File: config.mk
export PLATFORM = sky130hd
export DESIGN_NAME = imm_decode_stage
export DESIGN_NICKNAME = d
export VERILOG_FILES = /design/src/rtl/riscv_pkg.sv /design/src/rtl/imm_decode_comb.sv /design/src/rtl/imm_decode_stage.sv
export SDC_FILE = /design/constraint.sdc
export NUM_CORES = 1
export LEC_CHECK = 0
export ABC_AREA = 1
export CAP_MARGIN = 10
export CORE_MARGIN = 4
export CORE_UTILIZATION = 40
export DETAILED_ROUTE_END_ITERATION = 6
export HOLD_SLACK_MARGIN = 0.03
export SLEW_MARGIN = 20
export SYNTH_ARGS = -nofsm -noshare
export SYNTH_HDL_FRONTEND = slang
export SYNTH_SLANG_ARGS = --single-unit
export TNS_END_PERCENT = 100
File: constraint.sdc
create_clock -name clk -period 7.4 [get_ports clk]
set_input_delay 1.11 -clock clk [delete_from_list [all_inputs] [get_ports clk]]
set_output_delay 1.11 -clock clk [all_outputs]
set_load 0.03 [all_outputs]
File: src/rtl/riscv_pkg.sv
// RISC-V shared definitions: opcodes, immediate classes.
// Used by the decode-stage immediate generator.
package riscv_pkg;

  localparam logic [6:0] OP_LOAD   = 7'b0000011;
  localparam logic [6:0] OP_IMM    = 7'b0010011;
  localparam logic [6:0] OP_AUIPC  = 7'b0010111;
  localparam logic [6:0] OP_IMM32  = 7'b0011011;
  localparam logic [6:0] OP_STORE  = 7'b0100011;
  localparam logic [6:0] OP_OP     = 7'b0110011;
  localparam logic [6:0] OP_LUI    = 7'b0110111;
  localparam logic [6:0] OP_OP32   = 7'b0111011;
  localparam logic [6:0] OP_BRANCH = 7'b1100011;
  localparam logic [6:0] OP_JALR   = 7'b1100111;
  localparam logic [6:0] OP_JAL    = 7'b1101111;
  localparam logic [6:0] OP_SYSTEM = 7'b1110011;

  typedef enum logic [2:0] {
    IMM_NONE,
    IMM_I,
    IMM_S,
    IMM_B,
    IMM_U,
    IMM_J,
    IMM_SHAMT,
    IMM_ZIMM
  } imm_class_t;

  function automatic bit xlen_ok(input int x);
    return (x == 32) || (x == 64);
  endfunction

endpackage

File: src/rtl/imm_decode_comb.sv
// Combinational immediate decoder.
// instr -> sign/zero-extended imm, class, illegal.
module imm_decode_comb
  import riscv_pkg::*;
#(
  parameter int XLEN = 32
) (
  input  logic [31:0]     instr,
  output logic [XLEN-1:0] imm,
  output imm_class_t      itype,
  output logic            illegal
);

  localparam bit RV64 = xlen_ok(XLEN) && (XLEN == 64);

  logic [6:0] op;
  logic [2:0] f3;
  logic       sh_f3;
  logic       sh64;
  logic       sh_ok;

  assign op    = instr[6:0];
  assign f3    = instr[14:12];
  assign sh_f3 = (f3 == 3'b001) || (f3 == 3'b101);
  assign sh64  = RV64 && (op == OP_IMM);

  // 6-bit shamt frees instr[25], so only funct6 is checked
  assign sh_ok = sh64
    ? (instr[31:26] == 6'b000000) ||
      (instr[31:26] == 6'b010000)
    : (instr[31:25] == 7'b0000000) ||
      (instr[31:25] == 7'b0100000);

  function automatic logic [XLEN-1:0] sext(
    input logic [31:0] v
  );
    return XLEN'(signed'(v));
  endfunction

  // classify opcode and build the immediate
  always_comb begin
    imm     = '0;
    itype   = IMM_NONE;
    illegal = 1'b0;
    unique case (1'b1)
      (op == OP_LOAD),
      (op == OP_JALR): begin
        itype = IMM_I;
        imm   = sext({{20{instr[31]}}, instr[31:20]});
      end
      (op == OP_IMM),
      (op == OP_IMM32 && RV64): begin
        if (op == OP_IMM32 && f3 != 3'b000 && !sh_f3) begin
          illegal = 1'b1;
        end else if (!sh_f3) begin
          itype = IMM_I;
          imm   = sext({{20{instr[31]}}, instr[31:20]});
        end else if (!sh_ok) begin
          illegal = 1'b1;
        end else begin
          itype = IMM_SHAMT;
          imm   = sh64 ? XLEN'(instr[25:20])
                       : XLEN'(instr[24:20]);
        end
      end
      (op == OP_SYSTEM): begin
        if (f3 <= 3'b100) begin
          itype = IMM_I;
          imm   = sext({{20{instr[31]}}, instr[31:20]});
        end else begin
          itype = IMM_ZIMM;
          imm   = XLEN'(instr[19:15]);
        end
      end
      (op == OP_STORE): begin
        itype = IMM_S;
        imm   = sext({{20{instr[31]}},
                      instr[31:25], instr[11:7]});
      end
      (op == OP_BRANCH): begin
        itype = IMM_B;
        imm   = sext({{19{instr[31]}}, instr[31],
                      instr[7], instr[30:25],
                      instr[11:8], 1'b0});
      end
      (op == OP_LUI),
      (op == OP_AUIPC): begin
        itype = IMM_U;
        imm   = sext({instr[31:12], 12'b0});
      end
      (op == OP_JAL): begin
        itype = IMM_J;
        imm   = sext({{11{instr[31]}}, instr[31],
                      instr[19:12], instr[20],
                      instr[30:21], 1'b0});
      end
      (op == OP_OP),
      (op == OP_OP32 && RV64): begin
        itype = IMM_NONE;
      end
      default: begin
        illegal = 1'b1;
      end
    endcase
  end

endmodule

File: src/rtl/imm_decode_stage.sv
// Registered immediate-decode stage between fetch and
// register read, with optional 2-entry skid and flush.
module imm_decode_stage
  import riscv_pkg::*;
#(
  parameter int XLEN    = 32,
  parameter bit SKID_EN = 1'b1
) (
  input  logic            clk,
  input  logic            rst,
  input  logic            flush,
  input  logic            in_valid,
  output logic            in_ready,
  input  logic [31:0]     in_instr,
  input  logic [XLEN-1:0] in_pc,
  output logic            out_valid,
  input  logic            out_ready,
  output logic [31:0]     out_instr,
  output logic [XLEN-1:0] out_pc,
  output logic [XLEN-1:0] out_imm,
  output logic [2:0]      out_itype,
  output logic            out_illegal
);

  typedef struct packed {
    logic [XLEN-1:0] pc;
    logic [31:0]     instr;
    logic [XLEN-1:0] imm;
    imm_class_t      itype;
    logic            illegal;
  } ent_t;

  ent_t            in_e;
  ent_t            m_q;
  ent_t            s_q;
  logic            m_v;
  logic            s_v;
  logic            main_free;
  logic            in_fire;
  logic [XLEN-1:0] d_imm;
  imm_class_t      d_it;
  logic            d_ill;

  imm_decode_comb #(
    .XLEN(XLEN)
  ) u_dec (
    .instr  (in_instr),
    .imm    (d_imm),
    .itype  (d_it),
    .illegal(d_ill)
  );

  assign in_e = '{pc:      in_pc,
                  instr:   in_instr,
                  imm:     d_imm,
                  itype:   d_it,
                  illegal: d_ill};

  assign main_free = !m_v || out_ready;
  assign in_fire   = in_valid && in_ready;

  // main register: refill from skid first, else input
  always_ff @(posedge clk or posedge rst) begin
    if (rst) begin
      m_v <= 1'b0;
      m_q <= '0;
    end else if (flush) begin
      m_v <= 1'b0;
    end else if (main_free) begin
      if (s_v) begin
        m_v <= 1'b1;
        m_q <= s_q;
      end else begin
        m_v <= in_fire;
        if (in_fire) m_q <= in_e;
      end
    end
  end

  if (SKID_EN) begin : g_skid
    logic rdy_q;
    logic s_nxt;

    assign s_nxt = !flush && !main_free &&
                   (s_v || in_fire);
    assign in_ready = rdy_q;

    // skid catches the entry in flight when out stalls
    always_ff @(posedge clk or posedge rst) begin
      if (rst) begin
        s_v   <= 1'b0;
        s_q   <= '0;
        rdy_q <= 1'b0;
      end else begin
        s_v   <= s_nxt;
        rdy_q <= !s_nxt;
        if (in_fire && !main_free) s_q <= in_e;
      end
    end
  end else begin : g_pipe
    assign s_v      = 1'b0;
    assign s_q      = '0;
    assign in_ready = main_free;
  end

  assign out_valid   = m_v;
  assign out_instr   = m_q.instr;
  assign out_pc      = m_q.pc;
  assign out_imm     = m_q.imm;
  assign out_itype   = m_q.itype;
  assign out_illegal = m_q.illegal;

endmodule

==> impl_metrics.ini, run 1 <==
[synth]
ys_seq_area_share_pct = 55.9
synth_top_cell_by_area = dfrtp_1
yosys.area.top_type_share_pct = 55.9
synth.avg_cell_area_um2 = 7.94
yosys_register_bits = 203
synth_cell_types = 21
yosys-top-cells-area = dfrtp_1 56%, nand2_1 15%, o21ai_0 11%, nor2_1 5.8%, inv_1 3.0%
syn-cell-area_mm2 = 0.00909
netlist_instances = 1144
syn_nets = 1213
ys_warn_count = 0

[sta]
worstMarginPinSlew_ns = 0.936
finalClockSkew_ns = 0.0215
hold_ws_ns = 0.479
rsz0062_at_grt = no
max_slew_margin_pct = 37.6
fmax_mhz = 337
setup_viol = 0
layout_min_cycle_time_ns = 2.97
maxSlewViolCount = 0
period_share_pct = 40.1
final.setup.tns_ns = 0
hold_viol = 0

[route]
drt_first_pass_iters = 6
drc = 0
vias_per_cell = 4.88
wl_per_cell_um = 15.1
ant_nets = 0
vias = 7671
totalWireLength_um = 23700
drtIter0Drc = 588

[clock_tree]
cts.sinks = 203
post_cts_buffers = 0
cts_buffer_depth = 3
htreeDepth = 1
root_buffer = clkbuf_16
cts_made_buffers = 23
cts-resized-gates = 0
clk-insertion-delay-late_ns = 0.52
cts.hold.buffers_added = 0
clk_pin_slew_worst_paths_ns = 0.06
cts_tree = yes

[critical_path]
reg2reg_depth = 8
crit_path_frequent_cell = buf_4
cp.required_ns = 7.76
path_buf_inv = 6
crit_fanout = 94
cp_slowest_cell = buf_4
r2r-start = s_v
path_class = in2reg
cp.depth = 10
regToRegEndpoint = out_pc[30]
cp_slowest_stage_delay_ns = 0.48
crit_chain = clkdlybuf4s50_1 -> nor2_1 -> inv_2 -> nor2_4 -> buf_4 -> inv_4 -> buf_4 -> buf_16 -> nand2_1 -> o21ai_0
crit_path_start_kind = primary input
crit_path_end_kind = flop
reg2reg_slack_ns = 4.67
critPathTopFamily = buffers and inverters
arrival_ns = 3.33

[hold_path]
min_path_type = reg2reg
hp-start = s_q[41]
hold_path_end = s_q[41]
hold_path_depth = 2

[global_route]
grt_pass1_vias = 7245
antenna_found_initial = 1
gr-total-overflow = 0
grt_pass1_wl_um = 38900
grt_max_degree = 136
track_usage_pct = 18.3

[finish]
layout.nets = 1345
drive_gt1_share_pct = 4.64
nFillCells = 2101
syn2layout_area_growth_pct = 28.4
num_antenna_cells = 0

[floorplanning]
rows = 54
fp.dieH_um = 159
io_pins = 171
start_util_pct = 41.1
die_w_um = 159
coreArea_mm2 = 0.0221
dieArea_mm2 = 0.0252

[placed_design]
gp_congestion = 0.853
hpwl_um = 15600
portBuffers = 170

[job]
drv_cap = 0

[power]
ir_drop_v = 0.000138
p_total_mw = 3.18
power.density_mw_per_mm2 = 273
p_leak_nw = 5.91

[status]
outcome = completed
flip-flops by register name (all words and copies together) (netlist names):
register,flops
in_ready,1
out_illegal,1
out_imm,32
out_instr,32
out_itype,3
out_pc,32
out_valid,1
s_q,100
s_v,1
cell usage after synthesis:
cell	count
nand2_1	359
dfrtp_1	203
o21ai_0	192
nor2_1	141
inv_1	72
clkbuf_1	41
nand3_1	34
a31oi_1	28
buf_2	26
o21ai_1	14
a21oi_1	9
inv_2	5
nor2_2	5
a22oi_1	4
nand2_2	4
buf_4	2
buf_1	1
nand3b_1	1
nor2_4	1
nor3_1	1
o211ai_1	1
cells in the final DEF (no fill, tap or decap):
master	n
inv_4	1
clkdlybuf4s50_1	170
clkbuf_1	6
a31oi_1	28
inv_1	70
nand3b_1	1
inv_6	3
nand2_1	359
a22oi_1	4
clkbuf_16	23
inv_2	3
nor2_4	2
nand3_1	34
a21oi_1	9
nor2_1	141
o21ai_0	192
buf_4	5
buf_16	2
o21ai_1	14
nor2_2	4
clkbuf_8	5
dfrtp_1	203
clkinv_2	7
nor3_1	1
nand2_2	4
o211ai_1	1
inv_8	1
power by group:
part	internal, mW	switching (mW)
clock	0.624	0.449
sequential	1.32	0.105
combinational	0.280	0.407
worst max-delay path by stage:
| stage | start | to |
|---|---|---|
| floorplan | rst | in_ready |
| global placement | in_valid | out_instr[22] |
| detailed placement | in_valid | out_pc[12] |
| CTS | in_valid | out_instr[5] |
| global route | out_ready | s_q[68] |
| finish | out_ready | s_q[81] |
cell families after synthesis:
logic type / after synthesis / synth area share [%]
buffers and inverters: 147 / 6.51
AND/OR/NAND/NOR: 546 / 23.4
flip-flops: 203 / 55.9
AO/OA/AOI/OAI: 248 / 14.2
stage by stage:
stage / util, % / worst slack, ns / area (µm²) / instances
final: 52.8 / 4.43 / 11700 / 1573
after global routing: 52.8 / 4.21 / 11700 / 1573
after detailed placement: 49.3 / 3.65 / 10900 / 1529
after floorplan: - / 0.751 / 9090 / 1144
after global placement: 49.3 / 3.73 / 10900 / 1529
after CTS: 52.5 / 4.19 / 11600 / 1571
routing by layer:
metal / vias to the layer above / part of all wire, % / GRT usage (%)
met5: - / 0.055 / 0
met4: 2 / 1.9 / 4.42
met3: 37 / 5.7 / 3.40
met2: 200 / 44 / 28.1
met1: 3512 / 48 / 27.2
li1: 3920 / - / -
layout make-up:
type	instances	area, µm²	area share (%)
Tap cell	280	350	3.00
Sequential cell	203	5080	43.5
Timing Repair Buffer	177	1790	15.4
Clock inverter	8	43.8	0.375
Clock buffer	34	667	5.72
Multi-Input combinational cell	794	3420	29.3
Inverter	77	309	2.65
worst min-delay path, stage by stage, from the launching register on:
cell     delay (ns)
dfrtp_1        0.34
nand2_1        0.05
o21ai_0        0.06
(Power assumes the default switching activity.)
==> inputs of run 2 (changes only) <==
clock period = 2.9 ns   (was 7.4 ns; I/O delays follow)
==> run 2 against run 1 <==
  * First-iteration DRC count shrank 9.9%
  * Setup slack lost 3.6 ns
  * Global-route usage grew 0.31 points
  * Highest routed layer unchanged
==> impl_metrics.ini, run 2 (synthesis results as in run 1) <==
[clock_tree]
cts_buffer_depth = 3
root_buffer = clkbuf_16
cts.sinks = 203
post_cts_buffers = 0
htreeDepth = 1
cts_tree = yes
clk_pin_slew_worst_paths_ns = 0.06
clk-insertion-delay-late_ns = 0.50
cts.hold.buffers_added = 0
cts-resized-gates = 0
cts_made_buffers = 22

[placed_design]
dpl.cell_count = 1540
place_area_mm2 = 0.0111
gp_congestion = 0.802
hpwl_um = 16000
portBuffers = 170

[route]
vias = 7726
ant_nets = 0
drt_first_pass_iters = 5
drtIter0Drc = 530
vias_per_cell = 4.90
totalWireLength_um = 23900
wl_per_cell_um = 15.2
drc = 0

[global_route]
gr-total-overflow = 0
grt_max_degree = 200
track_usage_pct = 18.7
antenna_found_initial = 1
grt_pass1_vias = 7254
grt_pass1_wl_um = 39500

[floorplanning]
start_util_pct = 41.1
dieArea_mm2 = 0.0252
die_w_um = 159
io_pins = 171
fp.dieH_um = 159
rows = 54
coreArea_mm2 = 0.0221

[finish]
syn2layout_area_growth_pct = 29.4
fin_area_mm2 = 0.0118
nFillCells = 2075
num_antenna_cells = 0
drive_gt1_share_pct = 5.09
regMostFlops = s_q
final_cell_mix = 359 x nand2_1, 203 x dfrtp_1, 192 x o21ai_0, 170 x clkdlybuf4s50_1, 141 x nor2_1
layout.nets = 1353
largest_reg_flops = 100
layout_commonest_cell = nand2_1
finalNonFillerCells = 1577

[sta]
hold_ws_ns = 0.436
worstMarginPinSlew_ns = 0.887
max_slew_margin_pct = 40.9
finalClockSkew_ns = 0.00793
layout_min_cycle_time_ns = 2.05
setup_viol = 0
hold_viol = 0
fmax_mhz = 487
maxSlewViolCount = 0
period_share_pct = 70.8
rsz0062_at_grt = no

[critical_path]
crit_path_end_kind = primary output
path_class = reg2out
crit_path_start_kind = flop
critPathTopFamily = buffers and inverters
crit_chain = clkdlybuf4s50_1
cp_slowest_stage_delay_ns = 0.70
path_buf_inv = 1
crit_fanout = 2
arrival_ns = 1.62
cp.required_ns = 2.47
cp_slowest_cell = clkdlybuf4s50_1

[power]
netSwitchingFraction_pct = 29.9
p_sw_mw = 2.42
intPower_mw = 5.69
p_leak_nw = 5.95
p_comb_share_pct = 21.9
power.density_mw_per_mm2 = 690
pwr-share-clk_pct = 33.4
seqPwrFrac_pct = 44.7
ir_drop_v = 0.000364

[status]
outcome = completed

[job]
drv_cap = 0

[hold_path]
min_path_type = in2async
run 2: cell types whose count changed in the layout (fill, tap and decap cells not counted), sizes merged:
cell	before	now
buf	7	16
bufinv	0	1
clkbuf	34	30
clkinv	7	5
clkinvlp	0	2
inv	78	76
run 2: metal layers:
| metal | track usage, % | share of wire [%] | up-vias |
|---|---|---|---|
| li1 | - | - | 3930 |
| met1 | 27.9 | 49 | 3573 |
| met2 | 28.3 | 44 | 179 |
| met3 | 3.47 | 5.5 | 42 |
| met4 | 4.30 | 1.8 | 2 |
| met5 | 0 | 0.054 | - |
run 2: final timing paths:
path	from	endpoint	slack (ns)	depth (start not counted)
worst max-delay path	out_imm[29]	out_imm[29]	0.85	1
worst min-delay path	rst	s_q[55]	0.44	3
worst max register to register	in_ready	out_imm[23]	1.14	9
worst min register to register	s_q[52]	s_q[52]	0.48	2
max in group asynchronous	rst	out_pc[3]	2.02	3
min in group clk	s_q[52]	s_q[52]	0.48	2
run 2: power groups by stage:
stage / logic, mW / registers [mW] / clock network [mW]
2_1_floorplan: 0.633 / 4.05 / 0
5_1_grt: 1.95 / 3.69 / 2.92
4_1_cts: 1.80 / 3.63 / 2.78
6_report: 1.77 / 3.63 / 2.71
3_5_place_dp: 1.79 / 3.67 / 0
3_3_place_gp: 1.77 / 3.66 / 0
run 2: per-stage QoR:
stage	utilization [%]	power, mW	TNS [ns]	worst slack [ns]
global route	53.2	8.57	0	0.816
detailed placement	50.1	5.46	0	0.530
global placement	50.1	5.43	0	0.545
finish	53.2	8.11	0	0.848
floorplan	-	4.68	-33.56	-0.165
CTS	53.2	8.21	0	0.843
run 2: cell type report:
class,count,area [µm²],area share (%)
Sequential cell,203,5080,43.2
Multi-Input combinational cell,794,3420,29.1
Timing Repair Buffer,186,1910,16.2
Clock buffer,30,632,5.37
Tap cell,280,350,2.98
Inverter,77,305,2.60
Clock inverter,7,62.6,0.532
run 2: worst reg2reg max path, stage by stage, from the launching register on:
cell and delay, ns:
dfrtp_1 0.37, nand2_1 0.13, nand2_1 0.06, nand2_1 0.10
nor2_2 0.09, inv_6 0.39, buf_4 0.34, nor2_1 0.06
nand2_1 0.06, nand2_1 0.05
==> inputs of run 3 (changes only) <==
PLACE_DENSITY = 0.66   (was unset)
clock period = 1.7 ns   (was 2.9 ns; I/O delays follow)
==> run 3 against run 2 <==
  * Critical path type unchanged
  * Register-to-register slack worse by 0.89 ns
  * Sequential share of layout area is 1.8 points lower
  * Via count is 3.3% higher
==> impl_metrics.ini, run 3 (synthesis results as in run 1) <==
[floorplanning]
dieArea_mm2 = 0.0252
start_util_pct = 41.1
io_pins = 171
coreArea_mm2 = 0.0221
fp.dieH_um = 159
die_w_um = 159
rows = 54

[sta]
maxSlewViolCount = 0
fin_ws_ns = 0.115
period_share_pct = 93.2
final.setup.tns_ns = 0
fmax_mhz = 631
hold_ws_ns = 0.0461
setup_viol = 0
hold_viol = 0
rsz0062_at_grt = no
worstMarginPinSlew_ns = 0.450
finalClockSkew_ns = 0.0112
layout_min_cycle_time_ns = 1.58
max_slew_margin_pct = 70.0

[finish]
drive_gt1_share_pct = 9.02
finalNonFillerCells = 1633
regMostFlops = s_q
layout_commonest_cell = nand2_1
multiInputGateArea_mm2 = 0.00343
final_util_pct = 55.5
seqCellArea_mm2 = 0.00508
layout.nets = 1405
fin_area_mm2 = 0.0123
nFillCells = 2057
final_cell_mix = 359 x nand2_1, 203 x dfrtp_1, 192 x o21ai_0, 139 x nor2_1, 102 x dlygate4sd2_1
largest_reg_flops = 100
syn2layout_area_growth_pct = 34.9

[power]
p_sw_mw = 4.23
ir_drop_v = 0.000737
seqPwrFrac_pct = 43.7
p_total_mw = 14.1
p_comb_share_pct = 20.5
netSwitchingFraction_pct = 29.9
power.density_mw_per_mm2 = 1150
pwr-share-clk_pct = 35.8
intPower_mw = 9.91
p_leak_nw = 6.61

[clock_tree]
cts_tree = yes
root_buffer = clkbuf_16
cts_made_buffers = 23
clk-insertion-delay-late_ns = 0.50
cts_buffer_depth = 3
cts.sinks = 203
clk_pin_slew_worst_paths_ns = 0.06
post_cts_buffers = 0
htreeDepth = 1

[route]
wl_met1_um = 11700
met3_length_um = 1340
drt_first_pass_iters = 5
wl_per_cell_um = 15.3
vias = 7978
totalWireLength_um = 24900
routed.top_layer = met4
drc = 0
ant_nets = 0
met2WireLength_um = 11300
drtIter0Drc = 546
vias_per_cell = 4.89

[critical_path]
path_class = reg2out
critPathTopFamily = buffers and inverters
arrival_ns = 1.33
crit_path_start_kind = flop
path_buf_inv = 1
cp.required_ns = 1.44
crit_path_end_kind = primary output
cp_slowest_stage_delay_ns = 0.42
crit_fanout = 2
crit_chain = dlygate4sd2_1
cp_slowest_cell = dlygate4sd2_1

[hold_path]
min_path_type = in2async

[placed_design]
hpwl_um = 17500
dpl.cell_count = 1591
post-place-ws_ns = -0.567
place_area_mm2 = 0.0116
gp_congestion = 0.875
portBuffers = 170

[global_route]
antenna_found_initial = 1
gr-total-overflow = 0
track_usage_pct = 19.4
grt_max_degree = 110
grt_pass1_vias = 7805
grt_pass1_wl_um = 41000

[status]
outcome = completed

[job]
drv_cap = 0
[run 3: cell types whose count changed in the layout (fill, tap and decap cells not counted), sizes merged]
cell | before | now
buf | 16 | 67
diode | 0 | 1
dlymetal6s2s | 0 | 1
clkbuf | 30 | 35
clkdlybuf4s50 | 170 | 67
bufinv | 1 | 2
clkinvlp | 2 | 1
clkinv | 5 | 4
dlygate4sd2 | 0 | 102
[run 3: cell type report]
type / count / area share [%]
diodes: 1 / 0.0204
clock buffers: 35 / 5.63
clock inverters: 6 / 0.745
inverters: 77 / 2.47
multi-input cells: 794 / 27.9
flip-flops and latches: 203 / 41.4
well taps: 280 / 2.86
repair buffers: 237 / 18.9
[run 3: per-layer routing]
layer / vias to the layer above / GRT usage (%)
met5: - / 0
met1: 3677 / 28.1
met3: 38 / 3.14
met4: 0 / 5.33
met2: 234 / 30.4
li1: 4029 / -
[run 3: path summary, 6_finish.rpt]
path	slack, ns	to	cells past startpoint	from
min	0.05	out_instr[16]	2	rst
max in group asynchronous	0.99	out_pc[28]	4	rst
min reg2reg	0.47	out_instr[20]	2	out_instr[20]
max	0.12	out_imm[3]	1	out_imm[3]
min in group clk	0.23	s_q[39]	4	in_instr[3]
max reg2reg	0.25	out_illegal	9	s_v
[run 3: power by group through the flow]
| stage | clock [mW] | combinational [mW] | sequential (mW) |
|---|---|---|---|
| after floorplan | 0 | 1.08 | 6.91 |
| after global placement | 0 | 3.13 | 6.24 |
| after detailed placement | 0 | 3.18 | 6.27 |
| after CTS | 5.18 | 2.94 | 6.18 |
| after global routing | 5.38 | 3.20 | 6.30 |
| final | 5.06 | 2.90 | 6.18 |
[run 3: repair_timing]
item                                    CTS  global route
endpoints found under the setup margin  104             2
gates cloned                              0             0
gates resized for setup                 103             2
hold buffers                              0             0
